**config.mk**
```make
export PLATFORM = sky130hd
export DESIGN_NAME = swt16_mem_arbiter_flat
export DESIGN_NICKNAME = d
export VERILOG_FILES = /design/src/rtl/swt16_arb_pkg.sv /design/src/rtl/swt16_mem_arbiter_if.sv /design/src/rtl/swt16_arb_prio.sv /design/src/rtl/swt16_mem_arbiter.sv /design/src/flat_wrapper.sv
export SDC_FILE = /design/constraint.sdc
export NUM_CORES = 1
export LEC_CHECK = 0
export BUFFER_PORTS_ARGS = -buffer_cell sky130_fd_sc_hd__buf_4
export CORE_UTILIZATION = 47
export CTS_CLUSTER_DIAMETER = 50
export DETAILED_ROUTE_END_ITERATION = 6
export GPL_ROUTABILITY_DRIVEN = 0
export HOLD_SLACK_MARGIN = 0.12
export PLACE_DENSITY = 0.86
export SETUP_SLACK_MARGIN = 0.1
export SLEW_MARGIN = 5
export SYNTH_ARGS = -nofsm -noshare
export SYNTH_HDL_FRONTEND = slang
export SYNTH_HIERARCHICAL = 1
export SYNTH_SLANG_ARGS = --single-unit
```
**constraint.sdc**
```tcl
create_clock -name clock -period 1.96 [get_ports clock]
set_input_delay 0.588 -clock clock [delete_from_list [all_inputs] [get_ports clock]]
set_output_delay 0.588 -clock clock [all_outputs]
set_load 0.05 [all_outputs]
```
**src/rtl/swt16_arb_pkg.sv**
```systemverilog
// Shared types for the IF/MEM memory arbiter: FSM state encoding, owner ids
// and the wait-state counter width helper.
package swt16_arb_pkg;

  typedef enum logic [1:0] {
    ST_IDLE   = 2'd0,
    ST_ACCESS = 2'd1,
    ST_RESP   = 2'd2
  } state_t;

  typedef enum logic {
    OWN_IF  = 1'b0,
    OWN_MEM = 1'b1
  } owner_t;

  // At least one bit so WAIT_STATES=0 still yields a legal counter.
  function automatic int cnt_width(input int wait_states);
    int w;
    w = $clog2(wait_states + 1);
    return (w < 1) ? 1 : w;
  endfunction

endpackage

```
**src/rtl/swt16_mem_arbiter_if.sv**
```systemverilog
// Bus bundle between the IF/MEM requesters, the arbiter and the memory macro.
// slave = arbiter side, master = requester/memory side.
interface swt16_mem_arbiter_if #(
  parameter int AW = 12,
  parameter int WW = 16
);
  logic          in_if_req;
  logic [AW-1:0] in_if_addr;
  logic          out_if_gnt;
  logic          out_if_valid;
  logic [WW-1:0] out_if_rdata;
  logic          out_stall_if;
  logic          in_mem_req;
  logic          in_mem_we;
  logic [AW-1:0] in_mem_addr;
  logic [WW-1:0] in_mem_wdata;
  logic          out_mem_gnt;
  logic          out_mem_valid;
  logic [WW-1:0] out_mem_rdata;
  logic          out_ram_en;
  logic          out_ram_we;
  logic [AW-1:0] out_ram_addr;
  logic [WW-1:0] out_ram_wdata;
  logic [WW-1:0] in_ram_rdata;

  modport slave (
    input  in_if_req, in_if_addr, in_mem_req, in_mem_we, in_mem_addr, in_mem_wdata,
           in_ram_rdata,
    output out_if_gnt, out_if_valid, out_if_rdata, out_stall_if,
           out_mem_gnt, out_mem_valid, out_mem_rdata,
           out_ram_en, out_ram_we, out_ram_addr, out_ram_wdata
  );

  modport master (
    output in_if_req, in_if_addr, in_mem_req, in_mem_we, in_mem_addr, in_mem_wdata,
           in_ram_rdata,
    input  out_if_gnt, out_if_valid, out_if_rdata, out_stall_if,
           out_mem_gnt, out_mem_valid, out_mem_rdata,
           out_ram_en, out_ram_we, out_ram_addr, out_ram_wdata
  );
endinterface

```
**src/rtl/swt16_arb_prio.sv**
```systemverilog
// Grant picker for the IF/MEM arbiter. Build option SWT16_ARB_RR_EN selects
// round robin on ties; otherwise MEM has fixed priority over IF.
module swt16_arb_prio
  import swt16_arb_pkg::*;
(
  input  logic   if_req,
  input  logic   mem_req,
  input  owner_t last_owner,
  output logic   gnt_if,
  output logic   gnt_mem
);

`ifdef SWT16_ARB_RR_EN
  always_comb begin
    gnt_if  = 1'b0;
    gnt_mem = 1'b0;
    if (if_req && mem_req) begin
      if (last_owner == OWN_MEM) gnt_if  = 1'b1;
      else                       gnt_mem = 1'b1;
    end else begin
      gnt_if  = if_req;
      gnt_mem = mem_req;
    end
  end
`else
  // The MEM stage holds the older instruction, so it always goes first.
  assign gnt_mem = mem_req;
  assign gnt_if  = if_req && !mem_req;
`endif

endmodule

```
**src/rtl/swt16_mem_arbiter.sv**
```systemverilog
// Single-port memory arbiter between fetch (IF, read-only) and memory stage
// (MEM, read/write). Tie policy selected by SWT16_ARB_RR_EN in swt16_arb_prio.
//
// state     | meaning
// ST_IDLE   | grants issued combinationally; request latched on grant
// ST_ACCESS | ram_en high, counting down wait states; read data captured at 0
// ST_RESP   | one-cycle valid pulse to the owner
module swt16_mem_arbiter
  import swt16_arb_pkg::*;
#(
  parameter int ADDR_WIDTH  = 12,
  parameter int WORD_WIDTH  = 16,
  parameter int WAIT_STATES = 1
) (
  input  logic                clock,
  input  logic                reset,
  swt16_mem_arbiter_if.slave  bus
);

  localparam int             CW       = cnt_width(WAIT_STATES);
  localparam logic [CW-1:0]  CNT_LOAD = CW'(WAIT_STATES);

  state_t                 state_q, state_d;
  owner_t                 owner_q, last_owner_q;
  logic [ADDR_WIDTH-1:0]  addr_q;
  logic                   we_q;
  logic [WORD_WIDTH-1:0]  wdata_q;
  logic [WORD_WIDTH-1:0]  if_rdata_q, mem_rdata_q;
  logic [CW-1:0]          cnt_q;
  logic                   pick_if, pick_mem;
  logic                   gnt_if, gnt_mem;

  swt16_arb_prio u_prio (
    .if_req     (bus.in_if_req),
    .mem_req    (bus.in_mem_req),
    .last_owner (last_owner_q),
    .gnt_if     (pick_if),
    .gnt_mem    (pick_mem)
  );

  // Gated by reset so nothing is granted while reset is held.
  assign gnt_if  = reset && (state_q == ST_IDLE) && pick_if;
  assign gnt_mem = reset && (state_q == ST_IDLE) && pick_mem;

  always_ff @(posedge clock or negedge reset) begin
    if (!reset) state_q <= ST_IDLE;
    else        state_q <= state_d;
  end

  always_comb begin
    state_d = state_q;
    case (state_q)
      ST_IDLE:   if (gnt_if || gnt_mem) state_d = ST_ACCESS;
      ST_ACCESS: if (cnt_q == '0)       state_d = ST_RESP;
      ST_RESP:                          state_d = ST_IDLE;
      default:                          state_d = ST_IDLE;
    endcase
  end

  always_ff @(posedge clock or negedge reset) begin
    if (!reset) begin
      owner_q      <= OWN_IF;
      last_owner_q <= OWN_IF;
      addr_q       <= '0;
      we_q         <= 1'b0;
      wdata_q      <= '0;
      cnt_q        <= '0;
      if_rdata_q   <= '0;
      mem_rdata_q  <= '0;
    end else begin
      case (state_q)
        ST_IDLE: begin
          if (gnt_mem) begin
            addr_q       <= bus.in_mem_addr;
            we_q         <= bus.in_mem_we;
            wdata_q      <= bus.in_mem_wdata;
            owner_q      <= OWN_MEM;
            last_owner_q <= OWN_MEM;
            cnt_q        <= CNT_LOAD;
          end else if (gnt_if) begin
            addr_q       <= bus.in_if_addr;
            we_q         <= 1'b0;
            wdata_q      <= '0;
            owner_q      <= OWN_IF;
            last_owner_q <= OWN_IF;
            cnt_q        <= CNT_LOAD;
          end
        end
        ST_ACCESS: begin
          if (cnt_q != '0) begin
            cnt_q <= cnt_q - CW'(1);
          end else if (owner_q == OWN_MEM) begin
            mem_rdata_q <= we_q ? '0 : bus.in_ram_rdata;
          end else begin
            if_rdata_q <= bus.in_ram_rdata;
          end
        end
        default: ;
      endcase
    end
  end

  always_comb begin
    bus.out_if_gnt    = gnt_if;
    bus.out_mem_gnt   = gnt_mem;
    bus.out_stall_if  = reset && bus.in_if_req && !gnt_if;
    bus.out_if_valid  = 1'b0;
    bus.out_mem_valid = 1'b0;
    bus.out_ram_en    = 1'b0;
    bus.out_ram_we    = 1'b0;
    bus.out_ram_addr  = '0;
    bus.out_ram_wdata = '0;
    case (state_q)
      ST_ACCESS: begin
        bus.out_ram_en    = 1'b1;
        bus.out_ram_we    = we_q;
        bus.out_ram_addr  = addr_q;
        bus.out_ram_wdata = wdata_q;
      end
      ST_RESP: begin
        bus.out_if_valid  = (owner_q == OWN_IF);
        bus.out_mem_valid = (owner_q == OWN_MEM);
      end
      default: ;
    endcase
  end

  assign bus.out_if_rdata  = if_rdata_q;
  assign bus.out_mem_rdata = mem_rdata_q;

endmodule

```
**src/flat_wrapper.sv**
```systemverilog
// flat-port wrapper written by rule: the top's interface ports become plain ports
module swt16_mem_arbiter_flat import swt16_arb_pkg::*;
#(
  parameter int ADDR_WIDTH  = 12,
  parameter int WORD_WIDTH  = 16,
  parameter int WAIT_STATES = 1
)
  (clock, reset, bus_in_if_req, bus_in_if_addr, bus_in_mem_req, bus_in_mem_we, bus_in_mem_addr, bus_in_mem_wdata, bus_in_ram_rdata, bus_out_if_gnt, bus_out_if_valid, bus_out_if_rdata, bus_out_stall_if, bus_out_mem_gnt, bus_out_mem_valid, bus_out_mem_rdata, bus_out_ram_en, bus_out_ram_we, bus_out_ram_addr, bus_out_ram_wdata);
  swt16_mem_arbiter_if #(.AW((12)), .WW((16))) bus_i ();
  input  logic clock;
  input  logic reset;
  input wire logic [$bits(bus_i.in_if_req)-1:0] bus_in_if_req;
  input wire logic [$bits(bus_i.in_if_addr)-1:0] bus_in_if_addr;
  input wire logic [$bits(bus_i.in_mem_req)-1:0] bus_in_mem_req;
  input wire logic [$bits(bus_i.in_mem_we)-1:0] bus_in_mem_we;
  input wire logic [$bits(bus_i.in_mem_addr)-1:0] bus_in_mem_addr;
  input wire logic [$bits(bus_i.in_mem_wdata)-1:0] bus_in_mem_wdata;
  input wire logic [$bits(bus_i.in_ram_rdata)-1:0] bus_in_ram_rdata;
  output wire logic [$bits(bus_i.out_if_gnt)-1:0] bus_out_if_gnt;
  output wire logic [$bits(bus_i.out_if_valid)-1:0] bus_out_if_valid;
  output wire logic [$bits(bus_i.out_if_rdata)-1:0] bus_out_if_rdata;
  output wire logic [$bits(bus_i.out_stall_if)-1:0] bus_out_stall_if;
  output wire logic [$bits(bus_i.out_mem_gnt)-1:0] bus_out_mem_gnt;
  output wire logic [$bits(bus_i.out_mem_valid)-1:0] bus_out_mem_valid;
  output wire logic [$bits(bus_i.out_mem_rdata)-1:0] bus_out_mem_rdata;
  output wire logic [$bits(bus_i.out_ram_en)-1:0] bus_out_ram_en;
  output wire logic [$bits(bus_i.out_ram_we)-1:0] bus_out_ram_we;
  output wire logic [$bits(bus_i.out_ram_addr)-1:0] bus_out_ram_addr;
  output wire logic [$bits(bus_i.out_ram_wdata)-1:0] bus_out_ram_wdata;
  assign bus_i.in_if_req = bus_in_if_req;
  assign bus_i.in_if_addr = bus_in_if_addr;
  assign bus_i.in_mem_req = bus_in_mem_req;
  assign bus_i.in_mem_we = bus_in_mem_we;
  assign bus_i.in_mem_addr = bus_in_mem_addr;
  assign bus_i.in_mem_wdata = bus_in_mem_wdata;
  assign bus_i.in_ram_rdata = bus_in_ram_rdata;
  assign bus_out_if_gnt = bus_i.out_if_gnt;
  assign bus_out_if_valid = bus_i.out_if_valid;
  assign bus_out_if_rdata = bus_i.out_if_rdata;
  assign bus_out_stall_if = bus_i.out_stall_if;
  assign bus_out_mem_gnt = bus_i.out_mem_gnt;
  assign bus_out_mem_valid = bus_i.out_mem_valid;
  assign bus_out_mem_rdata = bus_i.out_mem_rdata;
  assign bus_out_ram_en = bus_i.out_ram_en;
  assign bus_out_ram_we = bus_i.out_ram_we;
  assign bus_out_ram_addr = bus_i.out_ram_addr;
  assign bus_out_ram_wdata = bus_i.out_ram_wdata;
  swt16_mem_arbiter #(.ADDR_WIDTH(ADDR_WIDTH), .WORD_WIDTH(WORD_WIDTH), .WAIT_STATES(WAIT_STATES)) u_core (.clock(clock), .reset(reset), .bus(bus_i));
endmodule
```
==> impl_metrics.json, run 1 <==
{
  "share_of_layout_cells_above_drive_strength_1_pct": 59.9,
  "detail_route.wl_per_cell_um": 17.7,
  "slew_headroom_pct": 68.7,
  "grt_remaining_overflow": 0,
  "floorplan.initialDensity_pct": 49.8,
  "power.density_mw_per_mm2": 1920,
  "drt_wl_total_mm": 8.04,
  "htree_levels": 3,
  "ant_nets": 0,
  "placement_rows": 27,
  "cts_buffer_depth": 2,
  "final_min_period_over_clock_period_pct": 107,
  "floorplan.io_pins": 128,
  "violations": "negative setup slack",
  "ys_seq_elements": 65,
  "port_buffers": 127,
  "cap_viol_max_count": 0,
  "grt_first_pass_wirelength_mm": 12.2,
  "power_switching_uw": 3920,
  "synth_area_leader_cell": "sky130_fd_sc_hd__dfrtp_1",
  "post_layout_nonfiller_instances": 454,
  "syn_area_per_cell_um2": 12.0,
  "r2r_start": "u_core/state_q[1]$_DFFE_PN0P_",
  "via_count_of_the_first_global_routing_pass": 2571,
  "synth.distinct_cells": 26,
  "clk_transition_reported_paths_ps": 60,
  "cts-root-buf": "sky130_fd_sc_hd__clkbuf_8",
  "dpl.cell_count": 435,
  "syn-instance-count": 235,
  "finClkSkew_ps": 6.67,
  "setup_viol_count_final": 33,
  "yosys-top-cells-area": "sky130_fd_sc_hd__dfrtp_1, sky130_fd_sc_hd__and2_1, sky130_fd_sc_hd__mux2_2",
  "floorplan.die_area_mm2": 0.00629,
  "cts_tree": "built",
  "run_status": "finished with violations",
  "cts_sinks": 65,
  "synthDominantCellAreaShare_pct": 57.9,
  "finalPower_uw": 8590,
  "pre_cts_ws_ps": -31.4,
  "detail_route.iter0.violations": 96,
  "crit_fanout": 11,
  "post_drt_via_cell_ratio": 5.31,
  "p_comb_share_pct": 58.8,
  "die_w_um": 79.3,
  "detail_route.first_pass.iterations": 4,
  "syn_nets": 296,
  "fin_ws_ps": -140,
  "post_synth_instance_area_mm2": 0.00281,
  "hold-worst-slack_ps": 189,
  "timing.final.crit_period_ps": 2100,
  "die_height_um": 79.3,
  "design.core.area_mm2": 0.00564,
  "route.detailed.drc": 0,
  "yosysSeqAreaShare_pct": 57.9,
  "layout-area-overhead-vs-synth_pct": 59.1,
  "power_frac_clock_pct": 12.8,
  "rsz0062_at_grt": "true",
  "clk-insertion-delay-late_ps": 330,
  "setup.worst_path.end_class": "primary output",
  "synth-warning-count": 6,
  "numCtsBuffers": 9,
  "antenna_found_initial": 0,
  "dp.final_hpwl_mm": 5.05,
  "fmax_mhz": 476,
  "crit_required_ps": 1370,
  "vias": 2409,
  "critical_path_at_ps": 1510,
  "power.share.sequential_pct": 28.5,
  "r2r.worst_path.cells": 5,
  "nFillCells": 332,
  "final-max-slew-violation-count": 0,
  "power_switching_share_pct": 45.7,
  "hold_viol": 0,
  "static_leakage_uw": 0.00216,
  "grt_start_max_net_pins": 39,
  "globalRouteTotalUtil_pct": 25.9,
  "worst_setup_path_startpoint": "u_core/state_q[1]$_DFFE_PN0P_",
  "setup.worst_path.class": "reg2out",
  "cp-start-kind": "flop",
  "cellInternalPower_uw": 4670,
  "vdd_ir_drop_max_mv": 1.04,
  "r2r_slack_ps": 300,
  "min_delay_path_class": "in2async",
  "dpl_cell_area_mm2": 0.00397,
  "tightest_slew_ps": 470,
  "layout.nets": 438,
  "total_non_filler_cell_area_in_the_finished_layout_mm2": 0.00447,
  "timing.rr.end": "u_core/addr_q[0]$_DFFE_PN0P_",
  "antenna-diode-count": 0
}
power groups by stage:
stage | sequential, uW | clock (uW) | combinational [uW]
global route | 2510 | 1180 | 5280
global placement | 2380 | 0 | 4390
finish | 2450 | 1100 | 5050
CTS | 2410 | 1120 | 4800
floorplan | 3400 | 0 | 2070
detailed placement | 2390 | 0 | 4490
sequential cells by signal, indices dropped and copies added, names as in the netlist:
| signal | count |
|---|---|
| u_core/bus.out_if_rdata | 16 |
| u_core/bus.out_mem_rdata | 16 |
| u_core/wdata_q | 16 |
| u_core/addr_q | 12 |
| u_core/state_q | 2 |
| u_core/cnt_q | 1 |
| u_core/last_owner_q | 1 |
| u_core/we_q | 1 |
layout make-up:
| class | instances | area (um2) | area share, % |
|---|---|---|---|
| clock buffer | 13 | 149 | 3.33 |
| tap | 72 | 90.1 | 2.01 |
| multi-input combinational | 151 | 1200 | 26.7 |
| inverter | 4 | 23.8 | 0.532 |
| sequential | 65 | 1630 | 36.4 |
| clock inverter | 3 | 40.0 | 0.895 |
| timing repair buffer | 146 | 1340 | 30.1 |
logic make-up (layout without fill, tap and decap cells):
kind of cell,Yosys count,after routing,synth area share [%]
buffers and inverters,19,166,3.20
AND/OR/NAND/NOR,86,86,18.4
multiplexers,16,16,6.41
AO/OA/AOI/OAI,49,49,14.1
flip-flops,65,65,57.9
layout by cell type (no fill, tap or decap), drive strengths merged, types with 2 or more instances in the layout:
master and count:
a22o 17, and2 29, buf 145, clkbuf 14, clkinv 2, dfrtp 65
inv 3, mux2 16, nand2 18, nand2b 17, nand4bb 2, nor2 2
o21ai 18, o221a 12, or3 12
worst max-delay path by stage:
stage	end	cells after the start
finish	bus_out_ram_wdata[1]	5
global route	bus_out_ram_wdata[1]	5
CTS	bus_out_ram_addr[4]	5
detailed placement	bus_out_if_gnt	6
global placement	bus_out_if_gnt	6
floorplan	bus_out_ram_addr[0]	4
cells in the mapped netlist (all sizes together):
cell type	instances
nand2	18
a22o	17
or3	12
o21ai	18
dfrtp	65
nand3	1
nor3	1
o221a	12
and3b	1
nand2b	17
buf	6
inv	4
mux2	16
and2	29
o211a	1
nor2b	1
and3	1
clkbuf	9
nand4bb	2
nor3b	1
nor2	2
o211ai	1
critical path, stage by stage, from the launching register on:
cell,delay (ps)
sky130_fd_sc_hd__dfrtp_2,460
sky130_fd_sc_hd__nand2b_4,180
sky130_fd_sc_hd__inv_6,80
sky130_fd_sc_hd__clkbuf_16,160
sky130_fd_sc_hd__and2_4,160
sky130_fd_sc_hd__buf_8,140
per-layer routing:
| layer | up-vias | share of wire, % | GRT usage (%) |
|---|---|---|---|
| met3 | 11 | 5.9 | 5.40 |
| met5 | - | 0 | 0 |
| met4 | 0 | 1.3 | 11.5 |
| met1 | 1172 | 40 | 31.6 |
| li1 | 1113 | - | - |
| met2 | 113 | 53 | 44.1 |
stage by stage:
stage	setup TNS (ps)	utilization, %
6_report	-3230	79.3
5_1_grt	-4630	79.3
4_1_cts	-3080	77.5
3_5_place_dp	-31.4	70.3
3_3_place_gp	0	70.3
2_1_floorplan	-63.4	-
what timing repair did:
action                                  4_1_cts  5_1_grt
gates cloned                                  0        1
endpoints found under the setup margin       33       33
gates resized for setup                      56       26
setup buffers                                 1        1
endpoints found under the hold margin         0        0
hold buffers                                  0        0
pin swaps                                     1        9
(Power assumes the default switching activity.)
==> run 2: changes to the inputs <==
- ABC_AREA: not set -> 1
- CORE_UTILIZATION: 47 -> 48
==> run 2 against run 1 <==
  * The run still ends with negative setup slack left
  * Design area up 9.9%
  * Combinational power up 9.1%
  * Critical endpoint is now bus_out_stall_if
  * Highest routed layer unchanged
  * Core utilization up 3.3 points
  * Fmax up 6.7%
==> impl_metrics.json, run 2 <==
{
  "run_status": "finished with violations",
  "violations": "negative setup slack",
  "synth_area_leader_cell": "sky130_fd_sc_hd__dfrtp_1",
  "worst_path_most_repeated_cell": "sky130_fd_sc_hd__buf_6",
  "worst_setup_path_startpoint": "u_core/state_q[1]$_DFFE_PN0P_",
  "layout.nets": 587,
  "detail_route.wl_per_cell_um": 16.8,
  "ys_seq_elements": 65,
  "synthTopCellsByCount": "sky130_fd_sc_hd__nand2_1, sky130_fd_sc_hd__dfrtp_1, sky130_fd_sc_hd__inv_1",
  "clk-insertion-delay-late_ps": 330,
  "r2r_start": "u_core/state_q[1]$_DFFE_PN0P_",
  "tightest_slew_ps": 535,
  "cts_buffer_depth": 2,
  "total_non_filler_cell_area_in_the_finished_layout_mm2": 0.00491,
  "dp.final_hpwl_mm": 5.64,
  "hold-worst-slack_ps": 413,
  "slew_headroom_pct": 64.4,
  "setup.worst_path.end_class": "primary output",
  "count_of_flip_flops_with_a_built_in_enable_after_synthesis": 0,
  "vias": 3283,
  "fmax_mhz": 508,
  "port_buffers": 127,
  "htree_levels": 3,
  "crit_fanout": 3,
  "antenna_found_initial": 0,
  "vdd_ir_drop_max_mv": 1.19,
  "synthDominantCellAreaShare_pct": 54.3,
  "detail_route.first_pass.iterations": 5,
  "syn_nets": 441,
  "die_height_um": 81.0,
  "r2r_slack_ps": 90,
  "final-max-slew-violation-count": 0,
  "syn_area_per_cell_um2": 7.88,
  "min_delay_path_class": "in2async",
  "final_min_period_over_clock_period_pct": 100,
  "floorplan.io_pins": 128,
  "syn-instance-count": 380,
  "detail_route.iter0.violations": 236,
  "critical_path_at_ps": 1380,
  "post_drt_via_cell_ratio": 5.43,
  "globalRouteTotalUtil_pct": 28.4,
  "cts_hold_repair.buffers": 0,
  "static_leakage_uw": 0.00257,
  "timing.final.crit_period_ps": 1970,
  "synth.most_common_cell": "sky130_fd_sc_hd__nand2_1",
  "cap_viol_max_count": 0,
  "layout-area-overhead-vs-synth_pct": 64.1,
  "route.detailed.drc": 0,
  "series_of_cell_instances_along_the_critical_path": "buf_6 > nor2_4 > nand3_4 > nand3_2 > inv_2 > buf_6",
  "drt_wl_total_mm": 10.2,
  "ys_async_sr_fraction_pct": 100,
  "floorplan.die_area_mm2": 0.00656,
  "cp-start-kind": "flop",
  "via_count_of_the_first_global_routing_pass": 3063,
  "worst_setup_path_endpoint": "bus_out_stall_if",
  "floorplan.initialDensity_pct": 50.3,
  "setup_viol_count_final": 5,
  "die_w_um": 81.0,
  "finalPower_uw": 9090,
  "hold_viol": 0,
  "cts_tree": "built",
  "ant_nets": 0,
  "rsz0062_at_grt": "true",
  "share_of_layout_cells_above_drive_strength_1_pct": 41.1,
  "grt_start_max_net_pins": 42,
  "placement_rows": 28,
  "fin_ws_ps": -8.05,
  "post_synth_instance_area_mm2": 0.00299,
  "r2r.worst_path.cells": 10,
  "timing.rr.end": "u_core/wdata_q[0]$_DFFE_PN0P_",
  "yosysSeqAreaShare_pct": 54.3,
  "setup.worst_path.class": "reg2out",
  "power.density_mw_per_mm2": 1850,
  "synth_ff_type": "sky130_fd_sc_hd__dfrtp_1",
  "synth-warning-count": 6,
  "crit_buf_inv": 3,
  "clk_transition_reported_paths_ps": 80,
  "max_stage_delay_ps": 400,
  "dpl_cell_area_mm2": 0.00405,
  "layout_commonest_cell": "sky130_fd_sc_hd__nand2_1",
  "cts-root-buf": "sky130_fd_sc_hd__clkbuf_8",
  "synth.distinct_cells": 21,
  "final_core_util_pct": 82.5,
  "crit_required_ps": 1370,
  "top_library_cells_by_usage_in_the_layout_fill_and_taps_aside": "sky130_fd_sc_hd__nand2_1, sky130_fd_sc_hd__buf_4, sky130_fd_sc_hd__dfrtp_1",
  "grt_remaining_overflow": 0,
  "yosys-top-cells-area": "sky130_fd_sc_hd__dfrtp_1, sky130_fd_sc_hd__nand2_1, sky130_fd_sc_hd__inv_1",
  "antenna-diode-count": 0,
  "design.core.area_mm2": 0.00596,
  "critical_path.slowest_cell": "sky130_fd_sc_hd__dfrtp_1",
  "finClkSkew_ps": 14.4,
  "critPathTopFamily": "flip-flops",
  "numCtsBuffers": 9,
  "cts_sinks": 65,
  "cp.depth": 6,
  "grt_first_pass_wirelength_mm": 14.1
}
-- run 2: cell count changes after synthesis, sizes merged, moves of 16 or more --
cell,change
inv,+54
a22o,-17
nand2,+105
and2,-29
nand3,+29
mux2,-16
nand2b,-17
o21ai,+18
nor2,+30
-- run 2: per-layer routing --
metal	track usage [%]	wire length, um	vias to the layer above
li1	-	-	1462
met1	34.6	3810	1550
met2	48.2	5080	234
met3	5.96	937	37
met4	12.7	342	0
met5	0	0	-
-- run 2: area by class of cell --
class	instances	area, um2
inverter	60	228
clock inverter	3	65.1
fill	336	1040
sequential	65	1630
tap	75	93.8
multi-input combinational	235	1320
timing repair buffer	155	1440
clock buffer	12	145
-- run 2: worst min-delay path by stage --
stage                                      startpoint                                  endpoint  slack, ps  cells past startpoint
2_1_floorplan                                   reset              u_core/addr_q[0]$_DFFE_PN0P_        290                      0
3_3_place_gp   u_core/bus.out_if_rdata[0]$_DFFE_PN0P_    u_core/bus.out_if_rdata[0]$_DFFE_PN0P_        460                      2
3_5_place_dp             u_core/addr_q[2]$_DFFE_PN0P_              u_core/addr_q[2]$_DFFE_PN0P_        470                      2
4_1_cts                                         reset   u_core/bus.out_if_rdata[13]$_DFFE_PN0P_        390                      2
5_1_grt                                         reset   u_core/bus.out_mem_rdata[5]$_DFFE_PN0P_        440                      2
6_report                                        reset  u_core/bus.out_mem_rdata[14]$_DFFE_PN0P_        410                      2
-- run 2: worst register-to-register path: stages, from the launching register on --
cell	delay (ps)
sky130_fd_sc_hd__dfrtp_1	400
sky130_fd_sc_hd__buf_6	130
sky130_fd_sc_hd__nor2_4	150
sky130_fd_sc_hd__nand3_4	120
sky130_fd_sc_hd__buf_6	130
sky130_fd_sc_hd__buf_4	130
sky130_fd_sc_hd__buf_4	130
sky130_fd_sc_hd__buf_4	150
sky130_fd_sc_hd__nand2_8	110
sky130_fd_sc_hd__clkbuf_16	150
sky130_fd_sc_hd__o21ai_0	130
-- run 2: metrics by stage --
stage	instances	setup WS [ps]	TNS (ps)
finish	605	-8.05	-22.1
detailed placement	574	101	0
global placement	574	140	0
floorplan	380	-144	-4220
global route	605	-52.8	-725
CTS	601	-2.69	-2.69
-- run 2: cell families after synthesis --
group,count (synthesis),synth area share (%)
buffers and inverters,80,11.0
and+or+nand+nor,199,28.7
AOI/OAI and AO/OA,36,6.02
DFF,65,54.3
-- run 2: timing repair --
item / in CTS / in global routing
pin swaps: 3 / 5
endpoints found under the setup margin: 33 / 68
cloned: 1 / 2
buffers inserted: 11 / 3
gates resized for setup: 110 / 21
-- run 2: power by group --
group          total [uW]  internal [uW]  switching, uW
Sequential           2330           1960            368
Clock                1250            744            503
Combinational        5510           1800           3710
Total                9090           4500           4580
